$ cat src/rtl/sdram_init_pkg.sv
// SDRAM power-up init sequencer: shared types.
// Commands are encoded as {cs,ras,cas,we}.
package sdram_init_pkg;

  localparam int CNT_W = 16;
  localparam int A10   = 10;

  typedef enum logic [3:0] {
    CMD_INHIBIT = 4'b1111,
    CMD_NOP     = 4'b0111,
    CMD_PRE     = 4'b0010,
    CMD_REF     = 4'b0001,
    CMD_LMR     = 4'b0000
  } cmd_e;

  typedef enum logic [3:0] {
    WAIT,
    PRE,
    TRP,
    REF1,
    RFC1,
    REF2,
    RFC2,
    LMR,
    MRD,
    DONE
  } state_e;

endpackage

$ cat src/rtl/sdram_init_seq_counter.sv
// Loadable down-counter that saturates at zero.
// Reports zero while the held count is zero.
module sdram_delay_counter
  import sdram_init_pkg::*;
#(
  parameter logic [CNT_W-1:0] RST_VAL = '0
) (
  input  logic             clk,
  input  logic             rst_n,
  input  logic             load,
  input  logic             en,
  input  logic [CNT_W-1:0] load_val,
  output logic             zero
);

  logic [CNT_W-1:0] cnt_q, cnt_d;

  always_comb begin
    cnt_d = cnt_q;
    if (load) begin
      cnt_d = load_val;
    end else if (en && (cnt_q != '0)) begin
      cnt_d = cnt_q - 1'b1;
    end
  end

  always_ff @(posedge clk or negedge rst_n) begin
    if (!rst_n) begin
      cnt_q <= RST_VAL;
    end else begin
      cnt_q <= cnt_d;
    end
  end

  assign zero = (cnt_q == '0);

endmodule

$ cat src/rtl/sdram_init_seq.sv
// SDRAM init FSM: WAIT, PRECHARGE, 2x REFRESH, LOAD MODE.
// Outputs are registered decodes of the next state.
module sdram_init_seq
  import sdram_init_pkg::*;
#(
  parameter int          WAIT_CYCLES = 5000,
  parameter int          TRP_CYCLES  = 2,
  parameter int          TRFC_CYCLES = 4,
  parameter int          TMRD_CYCLES = 2,
  parameter logic [12:0] MODE_REG    = 13'h0033
) (
  input  logic        clk,
  input  logic        reset_n,
  input  logic        init_req,
  output logic        cke,
  output logic        cs,
  output logic        ras,
  output logic        cas,
  output logic        we,
  output logic [12:0] addr,
  output logic [1:0]  ba,
  output logic        init_done,
  output logic        busy
);

  if (WAIT_CYCLES < 1 || WAIT_CYCLES > 65535 ||
      TRP_CYCLES  < 1 || TRP_CYCLES  > 65535 ||
      TRFC_CYCLES < 1 || TRFC_CYCLES > 65535 ||
      TMRD_CYCLES < 1 || TMRD_CYCLES > 65535) begin : g_bad
    $fatal(1, "sdram_init_seq: *_CYCLES out of 1..65535");
  end

  localparam logic [CNT_W-1:0] WAIT_V = CNT_W'(WAIT_CYCLES - 1);
  localparam logic [CNT_W-1:0] TRP_V  = CNT_W'(TRP_CYCLES - 1);
  localparam logic [CNT_W-1:0] TRFC_V = CNT_W'(TRFC_CYCLES - 1);
  localparam logic [CNT_W-1:0] TMRD_V = CNT_W'(TMRD_CYCLES - 1);

  logic [1:0] sync_q, sync_d;
  logic       rst_n_s;

  assign sync_d = {sync_q[0], 1'b1};

  always_ff @(posedge clk or negedge reset_n) begin
    if (!reset_n) begin
      sync_q <= 2'b00;
    end else begin
      sync_q <= sync_d;
    end
  end

  assign rst_n_s = sync_q[1];

  state_e           state_q, state_d;
  cmd_e             cmd_q, cmd_d;
  logic             run_q, run_d;
  logic             cke_q, cke_d;
  logic [12:0]      addr_q, addr_d;
  logic [1:0]       ba_q, ba_d;
  logic             done_q, done_d;
  logic             busy_q, busy_d;
  logic             load;
  logic [CNT_W-1:0] load_val;
  logic             zero;

  sdram_delay_counter #(
    .RST_VAL (WAIT_V)
  ) u_cnt (
    .clk      (clk),
    .rst_n    (rst_n_s),
    .load     (load),
    .en       (run_q),
    .load_val (load_val),
    .zero     (zero)
  );

  // First edge after sync only starts the run; WAIT count is preloaded.
  always_comb begin
    state_d  = state_q;
    load     = 1'b0;
    load_val = '0;
    run_d    = 1'b1;
    if (run_q) begin
      unique case (state_q)
        WAIT: if (zero) state_d = PRE;
        PRE: begin
          state_d  = TRP;
          load     = 1'b1;
          load_val = TRP_V;
        end
        TRP: if (zero) state_d = REF1;
        REF1: begin
          state_d  = RFC1;
          load     = 1'b1;
          load_val = TRFC_V;
        end
        RFC1: if (zero) state_d = REF2;
        REF2: begin
          state_d  = RFC2;
          load     = 1'b1;
          load_val = TRFC_V;
        end
        RFC2: if (zero) state_d = LMR;
        LMR: begin
          state_d  = MRD;
          load     = 1'b1;
          load_val = TMRD_V;
        end
        MRD: if (zero) state_d = DONE;
        DONE: begin
          if (init_req) begin
            state_d  = WAIT;
            load     = 1'b1;
            load_val = WAIT_V;
          end
        end
        default: state_d = WAIT;
      endcase
    end
  end

  always_comb begin
    cke_d  = 1'b1;
    cmd_d  = CMD_NOP;
    addr_d = '0;
    ba_d   = '0;
    done_d = (state_d == DONE);
    busy_d = (state_d != DONE);
    unique case (1'b1)
      (state_d == PRE): begin
        cmd_d       = CMD_PRE;
        addr_d[A10] = 1'b1;
      end
      (state_d == REF1),
      (state_d == REF2): cmd_d = CMD_REF;
      (state_d == LMR): begin
        cmd_d  = CMD_LMR;
        addr_d = MODE_REG;
      end
      default: ;
    endcase
  end

  always_ff @(posedge clk or negedge rst_n_s) begin
    if (!rst_n_s) begin
      state_q <= WAIT;
      run_q   <= 1'b0;
      cke_q   <= 1'b0;
      cmd_q   <= CMD_INHIBIT;
      addr_q  <= '0;
      ba_q    <= '0;
      done_q  <= 1'b0;
      busy_q  <= 1'b0;
    end else begin
      state_q <= state_d;
      run_q   <= run_d;
      cke_q   <= cke_d;
      cmd_q   <= cmd_d;
      addr_q  <= addr_d;
      ba_q    <= ba_d;
      done_q  <= done_d;
      busy_q  <= busy_d;
    end
  end

  assign cke             = cke_q;
  assign {cs,ras,cas,we} = cmd_q;
  assign addr            = addr_q;
  assign ba              = ba_q;
  assign init_done       = done_q;
  assign busy            = busy_q;

endmodule

$ cat config.mk
export PLATFORM = sky130hd
export DESIGN_NAME = sdram_init_seq
export DESIGN_NICKNAME = d
export VERILOG_FILES = /design/src/rtl/sdram_init_pkg.sv /design/src/rtl/sdram_init_seq_counter.sv /design/src/rtl/sdram_init_seq.sv
export SDC_FILE = /design/constraint.sdc
export NUM_CORES = 1
export LEC_CHECK = 0
export ABC_AREA = 1
export CORE_MARGIN = 4
export CORE_UTILIZATION = 40
export CTS_BUF_LIST = sky130_fd_sc_hd__clkbuf_2
export DETAILED_ROUTE_END_ITERATION = 7
export MAX_ROUTING_LAYER = met4
export SYNTH_ARGS = -nofsm -noshare
export SYNTH_HDL_FRONTEND = slang
export SYNTH_SLANG_ARGS = --single-unit
$ cat constraint.sdc
create_clock -name clk -period 1.25 [get_ports clk]
set_clock_uncertainty 0.15 [all_clocks]
set_input_delay 0.25 -clock clk [delete_from_list [all_inputs] [get_ports clk]]
set_output_delay 0.25 -clock clk [all_outputs]
set_load 0.01 [all_outputs]
==> results of run 1 <==
per-stage QoR:
stage,hold WS [ps],area [um2],utilization (%),std cells
after floorplan,-196,1880,-,248
after global placement,34.1,2320,52.9,344
after detailed placement,33.2,2320,52.9,344
after CTS,42.9,2580,58.9,363
after global routing,87.2,2870,65.6,368
final,30.8,2870,65.6,368
worst paths after layout:
kind | from | to | slack (ps) | cells past startpoint
max | u_cnt.cnt_q[1] | u_cnt.cnt_q[8] | -580 | 12
min reg2reg | sync_q[1] | u_cnt.cnt_q[10] | 30 | 1
max in group asynchronous | reset_n | sync_q[0] | 410 | 2
max reg2reg | u_cnt.cnt_q[1] | u_cnt.cnt_q[8] | -580 | 12
min | sync_q[1] | u_cnt.cnt_q[10] | 30 | 1
min in group clk | sync_q[0] | sync_q[1] | 230 | 0
layer usage:
layer	wire length [um]	vias to the layer above	track usage (%)
met4	53	0	6.02
met1	1990	838	20.6
met5	0	-	-
li1	-	886	-
met2	2640	32	31.9
met3	190	8	4.62
kinds of logic (layout without fill, tap and decap cells):
kind of cell	Yosys count	count (layout)
and+or+nand+nor	122	125
buffers and inverters	48	113
DFF	31	31
AOI/OAI and AO/OA	26	26
xor gates and xnor gates	6	6
adders and majority gates	2	2
other	2	13
cell type report:
class	count	area [um2]	share of cell area, %
clock buffers	5	25.0	0.871
clock inverters	3	38.8	1.35
flip-flops and latches	31	793	27.6
multi-input cells	172	1180	41.1
well taps	52	65.1	2.26
repair buffers	73	643	22.4
inverters	32	128	4.44
sequential cells by signal, indices dropped and copies added, names as in the netlist:
name and count:
cke 1, state_q 4, u_cnt.cnt_q 16, busy 1, init_done 1, sync_q 2, cmd_q 4, addr 2
power by group through the flow:
stage               logic, uW  registers [uW]  clock network, uW
floorplan                 564            1360                  0
detailed placement        980            1360                  0
CTS                      1090            1350                718
global placement          958            1360                  0
finish                   1360            1370                692
global route             1510            1390                762
cell usage in the layout, fill, tap and decap left out, types with 9 or more instances in the layout:
| cell | Yosys | layout |
|---|---|---|
| nor2_1 | 42 | 27 |
| inv_1 | 25 | 21 |
| nand2_2 | 3 | 10 |
| buf_6 | 1 | 20 |
| nand3_1 | 14 | 9 |
| buf_4 | 13 | 43 |
| dfstp_2 | 11 | 11 |
| dfrtp_1 | 20 | 17 |
| conb_1 | 2 | 13 |
| nand2_1 | 44 | 30 |
| nor2_2 | 3 | 15 |
repair_timing:
action | 4_1_cts | 5_1_grt
gates resized for setup | 83 | 68
cloned | 3 | 0
endpoints found under the hold margin | 2 | 0
setup buffers | 8 | 6
hold buffers | 1 | 0
setup endpoints to repair | 38 | 39
pin swaps | 16 | 27
worst reg2reg max path: stages (launching register included):
cell and delay, ps:
dfstp_2 600, inv_4 50, ha_4 150, inv_2 50, nor2_2 30, nand2_1 70, nor2_2 50, nand2_4 90
nand2_8 130, nand2_8 120, buf_6 100, nor2_2 30, a31oi_1 140
==> flow_metrics.tcl, run 1 <==
set metrics [dict create \
    run_status "finished, violations left" \
    failed_checks "setup timing" \
    viasPerCell 4.79 \
    core_area_mm2 0.00438 \
    fp.dieW_um 75.5 \
    drv_cap 0 \
    path_common_cell "nor2_2" \
    drt_iter0_drc 64 \
    drt_wl_total_mm 4.87 \
    vias 1764 \
    antenna_found_initial 0 \
    power.total_uw 3420 \
    worst_slack_ps -576 \
    yosys.area_share.xor_xnor_pct 2.89 \
    synth-seq-cells 31 \
    p_clk_share_pct 20.2 \
    fmax_mhz 548 \
    synthSimpleGateAreaFrac_pct 30.2 \
    drive_gt1_share_pct 52.2 \
    synth_area_leaders "dfrtp_1, dfstp_2, nand2_1, nor2_1, buf_4" \
    yosys.area.top_type "dfrtp_1" \
    dp_hpwl_mm 3.12 \
    path_class "reg2reg" \
    cp.required_ps 1410 \
    power_density_mw_per_mm2 1190 \
    critical_path_buf_inv_count 3 \
    drtAntennaViolNets 0 \
    synthesis.area_mm2 0.00182 \
    synthCells 237 \
    synth.distinct_cells 34 \
    io_pins 25 \
    min_path_type "reg2async" \
    synth-edff-count 0 \
    cts_sinks 31 \
    post_drt_wl_per_cell_um 13.2 \
    yosysMostFrequentCell "nand2_1" \
    p_sw_uw 1230 \
    finalNetCount 320 \
    clk_pin_slew_ps 170 \
    cts-root-buf "clkbuf_2" \
    synthTopCellsByCount "nand2_1, nor2_1, inv_1, dfrtp_1, nand3_1" \
    async_flop_share_pct 100 \
    area_delta_synth_final_pct 57.9 \
    grt_pass1_wl_mm 7.63 \
    slew_viol_final 0 \
    cp-start-kind "flop" \
    finalSetupViolCount 38 \
    num_antenna_cells 0 \
    sequentialPowerShare_pct 40.1 \
    cts_buffer_depth 2 \
    path_delay_family "flip-flops" \
    yosys.area.top_type_share_pct 27.5 \
    io_buffer_count 14 \
    synth_top_family_by_area "simple AND/OR/NAND/NOR gates" \
    rows 24 \
    leakage_uw 0.00137 \
    peakVddDrop_mv 0.677 \
    grt.overflow.total 0 \
    finalSetupTns_ps -13290 \
    crit_fanout 7 \
    fillCellCount 352 \
    drc 0 \
    crit_chain "inv_4 > ha_4 > inv_2 > nor2_2 > nand2_1 > nor2_2 > nand2_4 > nand2_8 > nand2_8 > buf_6 > nor2_2 > a31oi_1" \
    crit_arrival_ps 1990 \
    dp_worst_setup_slack_ps -598 \
    dieArea_mm2 0.00569 \
    synth_ff_type "dfrtp_1" \
    start_util_pct 41.5 \
    slowest_stage "dfstp_2" \
    grt_use_total_pct 18.4 \
    grt_pass1_vias 1749 \
    gp_congestion 0.835 \
    h-tree-depth 2 \
    clock_latency_ps 370 \
    fin_crit_sh_pct 146 \
    yosysWarnings 0 \
    min_period_ps 1830 \
    synthAdderAreaFrac_pct 1.37 \
    p_comb_share_pct 39.6 \
    rsz0062_at_grt "true" \
    cts_made_buffers 5 \
    ys_seq_area_share_pct 43.4 \
    grt_max_degree 20 \
    synthMuxAreaShare_pct 0 \
    syn_area_per_cell_um2 7.68 \
    crit_path_end_kind "flop" \
    hold_violations 0 \
    die_h_um 75.5 \
    switching_share_pct 35.9 \
    synth-compound-area-share_pct 8.66 \
    max_stage_delay_ps 600 \
    first_pass_iters 4 \
    p_int_uw 2190 \
    cts_tree "done" \
]
(Power assumes the default switching activity.)
==> run 2: changes to the inputs <==
Settings changed: CTS_BUF_LIST sky130_fd_sc_hd__clkbuf_2 to sky130_fd_sc_hd__clkbuf_8.
==> flow_metrics.tcl, run 2 (synthesis results as in run 1) <==
set metrics [dict create \
    run_status "finished, violations left" \
    failed_checks "setup timing" \
    path_class "reg2reg" \
    leakage_uw 0.00139 \
    fillCellCount 358 \
    die_h_um 75.5 \
    grt.overflow.total 0 \
    cts-root-buf "clkbuf_8" \
    slew_viol_final 0 \
    crit_arrival_ps 1850 \
    largestRegisters "u_cnt.cnt_q x16, cmd_q x4, state_q x4" \
    rsz0062_at_grt "true" \
    drt_iter0_drc 77 \
    p_int_uw 2450 \
    area_delta_synth_final_pct 57.1 \
    p_sw_uw 1200 \
    gp_congestion 0.835 \
    fp.dieW_um 75.5 \
    grt_max_degree 20 \
    fin_crit_sh_pct 143 \
    crit_path_end_kind "flop" \
    critical_path_buf_inv_count 3 \
    fmax_mhz 558 \
    grt_pass1_wl_mm 7.76 \
    hold_violations 0 \
    path_delay_family "flip-flops" \
    grt_pass1_vias 1755 \
    dp_hpwl_mm 3.12 \
    dieArea_mm2 0.00569 \
    power.total_uw 3650 \
    drc 0 \
    grt_use_total_pct 18.6 \
    min_path_type "reg2async" \
    mostFrequentLayoutCells "buf_4, nand2_1, nor2_1, inv_1, dfrtp_1" \
    drive_gt1_share_pct 49.4 \
    worst_slack_ps -542 \
    switching_share_pct 33.0 \
    drtAntennaViolNets 0 \
    io_pins 25 \
    whs_ps 33.3 \
    top_register "u_cnt.cnt_q" \
    sequentialPowerShare_pct 37.4 \
    h-tree-depth 2 \
    finalNetCount 320 \
    viasPerCell 4.74 \
    antenna_found_initial 0 \
    core_area_mm2 0.00438 \
    r2r_slack_ps -540 \
    start_util_pct 41.5 \
    first_pass_iters 4 \
    cts_tree "done" \
    final_common_cell "buf_4" \
    clock_latency_ps 280 \
    crit_fanout 8 \
    path_common_cell "nor2_2" \
    max_stage_delay_ps 550 \
    cts_made_buffers 5 \
    cts_buffer_depth 2 \
    post_drt_wl_per_cell_um 13.3 \
    p_comb_share_pct 34.1 \
    num_antenna_cells 0 \
    peakVddDrop_mv 0.622 \
    finalSetupViolCount 34 \
    power_density_mw_per_mm2 1280 \
    min_period_ps 1790 \
    largest_register_ffs 16 \
    clk_pin_slew_ps 70 \
    crit_chain "inv_2 > ha_4 > inv_2 > nor2_2 > nand2_1 > nor2_2 > nand2_4 > nand2_8 > buf_12 > nand2_8 > nor2_2 > a31oi_1" \
    rows 24 \
    vias 1745 \
    drv_cap 0 \
    slowest_stage "dfstp_2" \
    cp.required_ps 1310 \
    io_buffer_count 14 \
    drt_wl_total_mm 4.88 \
    cp-start-kind "flop" \
    cts_sinks 31 \
    p_clk_share_pct 28.4 \
]
-- run 2: changes by cell type in the layout (fill, tap and decap cells not counted), moves of 2 or more --
cell,previous run,this run
dfrtp_2,3,0
buf_6,20,18
clkbuf_2,5,0
nor2_1,27,31
nor2_4,4,2
nor2_2,15,13
nand2_4,7,9
nand2_1,30,32
nand2_8,5,3
dfrtp_1,17,20
clkbuf_8,0,6
inv_4,3,1
-- run 2: worst register-to-register path, delay by kind of cell (launching register included) --
family | cells | cell delay (ps)
buffers and inverters | 3 | 270
AOI/OAI and AO/OA | 1 | 140
and+or+nand+nor | 7 | 480
DFF | 1 | 550
adders and majority gates | 1 | 150
-- run 2: path summary, 6_finish.rpt --
path | from | end | depth (start not counted)
hold / removal | sync_q[1] | u_cnt.cnt_q[15] | 1
hold reg to reg | sync_q[1] | u_cnt.cnt_q[15] | 1
min in group clk | sync_q[0] | sync_q[1] | 0
setup reg to reg | u_cnt.cnt_q[1] | u_cnt.cnt_q[7] | 12
max in group asynchronous | reset_n | sync_q[0] | 2
setup / recovery | u_cnt.cnt_q[1] | u_cnt.cnt_q[7] | 12
-- run 2: repair_timing --
action / 4_1_cts / 5_1_grt
setup endpoints to repair: 37 / 35
pin swaps: 15 / 21
hold buffers: 1 / 0
cloned: 4 / 0
hold endpoints to repair: 2 / 0
buffers inserted: 8 / 5
gates resized for setup: 85 / 42
-- run 2: area by class of cell --
cell class                      count  area [um2]  share of cell area, %
Clock inverter                      2        35.0                   1.22
Inverter                           32         123                   4.29
Multi-Input combinational cell    173        1120                   39.2
Sequential cell                    31         790                   27.6
Clock buffer                        6        82.6                   2.89
Tap cell                           52        65.1                   2.27
Timing Repair Buffer               72         643                   22.5
-- run 2: layer usage --
layer / share of wire [%] / wire (um) / track usage, % / vias to the layer above
li1: - / - / - / 883
met1: 41 / 2010 / 21.4 / 826
met2: 54 / 2640 / 31.9 / 28
met3: 3.2 / 156 / 4.09 / 8
met4: 1.6 / 78 / 6.60 / 0
met5: 0 / 0 / - / -
-- run 2: power groups by stage --
stage	clock, uW	sequential [uW]	combinational (uW)
final	1040	1370	1240
after global routing	1100	1380	1390
after CTS	1060	1350	1100
after detailed placement	0	1360	980
after global placement	0	1360	958
after floorplan	0	1360	564
-- run 2: stage by stage --
| step | util, % | TNS [ps] | worst slack [ps] | area [um2] | std cells |
|---|---|---|---|---|---|
| after floorplan | - | -7670 | -381 | 1880 | 248 |
| after CTS | 60.7 | -11640 | -516 | 2660 | 364 |
| final | 65.2 | -11680 | -542 | 2860 | 368 |
| after detailed placement | 52.9 | -12880 | -598 | 2320 | 344 |
| after global routing | 65.2 | -14360 | -642 | 2860 | 368 |
| after global placement | 52.9 | -12510 | -574 | 2320 | 344 |
==> run 3: changes to the inputs <==
Settings changed: PLACE_DENSITY from default to 0.62.
==> flow_metrics.tcl, run 3 (synthesis results as in run 1) <==
set metrics [dict create \
    gp_congestion 0.794 \
    min_path_type "reg2async" \
    mostFrequentLayoutCells "buf_4, nand2_1, nor2_1, inv_1, dfrtp_1" \
    power_density_mw_per_mm2 1260 \
    largestRegisters "u_cnt.cnt_q x16, cmd_q x4, state_q x4" \
    grt.overflow.total 0 \
    drc 0 \
    die_h_um 75.5 \
    dp_worst_setup_slack_ps -602 \
    final_common_cell "buf_4" \
    finalNetCount 322 \
    cts_tree "done" \
    grt_use_total_pct 18.8 \
    drive_gt1_share_pct 49.4 \
    cts-root-buf "clkbuf_8" \
    dieArea_mm2 0.00569 \
    io_pins 25 \
    io_buffer_count 14 \
    fillCellCount 375 \
    hold_violations 0 \
    num_antenna_cells 0 \
    grt_pass1_wl_mm 7.81 \
    drv_cap 0 \
    cts_sinks 31 \
    start_util_pct 41.5 \
    crit_arrival_ps 1820 \
    top_register "u_cnt.cnt_q" \
    antenna_found_initial 0 \
    cp.required_ps 1310 \
    fp.dieW_um 75.5 \
    drt_iter0_drc 86 \
    fmax_mhz 570 \
    drtAntennaViolNets 0 \
    cts_made_buffers 5 \
    run_status "finished, violations left" \
    min_period_ps 1750 \
    fin_crit_sh_pct 140 \
    grt_max_degree 29 \
    h-tree-depth 2 \
    failed_checks "setup timing" \
    post_drt_wl_per_cell_um 12.6 \
    crit_fanout 8 \
    worst_slack_ps -504 \
    peakVddDrop_mv 0.682 \
    largest_register_ffs 16 \
    finalSetupTns_ps -10580 \
    cts_buffer_depth 2 \
    clock_latency_ps 290 \
    grt_pass1_vias 1702 \
    vias 1732 \
    viasPerCell 4.68 \
    crit_path_end_kind "flop" \
    drt_wl_total_mm 4.65 \
    rows 24 \
    finalSetupViolCount 31 \
    leakage_uw 0.00136 \
    cp-start-kind "flop" \
    path_class "reg2reg" \
    rsz0062_at_grt "true" \
    slew_viol_final 0 \
    area_delta_synth_final_pct 56.0 \
    clk_pin_slew_ps 60 \
    first_pass_iters 4 \
    core_area_mm2 0.00438 \
    dp_hpwl_mm 3.00 \
]
-- run 3: cell types whose count changed in the layout (fill, tap and decap cells not counted), sizes merged --
cell	previous run	this run
buf	69	73
bufinv	1	0
clkbuf	6	7
nand2	53	51
-- run 3: path summary, 6_finish.rpt --
kind | cells after the start | startpoint | endpoint | slack (ps)
max in group asynchronous | 2 | reset_n | sync_q[1] | 310
min reg2reg | 0 | sync_q[1] | cmd_q[3] | 90
min | 0 | sync_q[1] | cmd_q[3] | 90
max reg2reg | 12 | u_cnt.cnt_q[1] | u_cnt.cnt_q[1] | -500
max | 12 | u_cnt.cnt_q[1] | u_cnt.cnt_q[1] | -500
min in group clk | 0 | sync_q[0] | sync_q[1] | 200
-- run 3: area by class of cell --
type | instances | area (um2) | area share [%]
Sequential cell | 31 | 791 | 27.8
Multi-Input combinational cell | 171 | 1110 | 39.3
Tap cell | 52 | 65.1 | 2.29
Inverter | 32 | 123 | 4.32
Clock inverter | 1 | 3.75 | 0.132
Timing Repair Buffer | 76 | 647 | 22.8
Clock buffer | 7 | 96.3 | 3.39
-- run 3: stage by stage --
| step | util [%] | total power (uW) | instance area, um2 | std cells | hold WS (ps) |
|---|---|---|---|---|---|
| global route | 64.8 | 3840 | 2840 | 370 | 103 |
| global placement | 53.9 | 2380 | 2360 | 348 | 86.7 |
| detailed placement | 53.9 | 2400 | 2360 | 348 | 85.7 |
| floorplan | - | 1930 | 1880 | 248 | -196 |
| CTS | 61.8 | 3470 | 2710 | 368 | 91.2 |
| finish | 64.8 | 3590 | 2840 | 370 | 88.8 |
-- run 3: critical path, stage by stage (launching register included) --
cell and delay [ps]:
dfstp_2 370, inv_2 70, ha_4 130, inv_2 30, nor2_2 110, nand2_1 70
nor2_2 140, nand2_4 110, nand2_8 110, nand2_8 100, buf_6 140, o21ai_2 100
inv_1 60
-- run 3: timing repair --
item | CTS | global route
resized for setup | 89 | 29
hold endpoints to repair | 2 | 0
setup buffers | 9 | 2
gates cloned | 2 | 0
endpoints found under the setup margin | 38 | 35
hold buffers | 1 | 0
pin swaps | 17 | 14
-- run 3: layer usage --
| layer | share of wire [%] | vias up | track usage [%] |
|---|---|---|---|
| met2 | 53 | 22 | 31.7 |
| met5 | 0 | - | - |
| li1 | - | 890 | - |
| met1 | 43 | 813 | 22.8 |
| met4 | 1.2 | 0 | 5.83 |
| met3 | 3.0 | 7 | 3.56 |
-- run 3: power by group --
group          switching (uW)  leakage (uW)  internal (uW)
Clock                     375     0.0000557            494
Combinational             705      0.000943            670
Sequential                134      0.000364           1210
Total                    1210       0.00136           2380
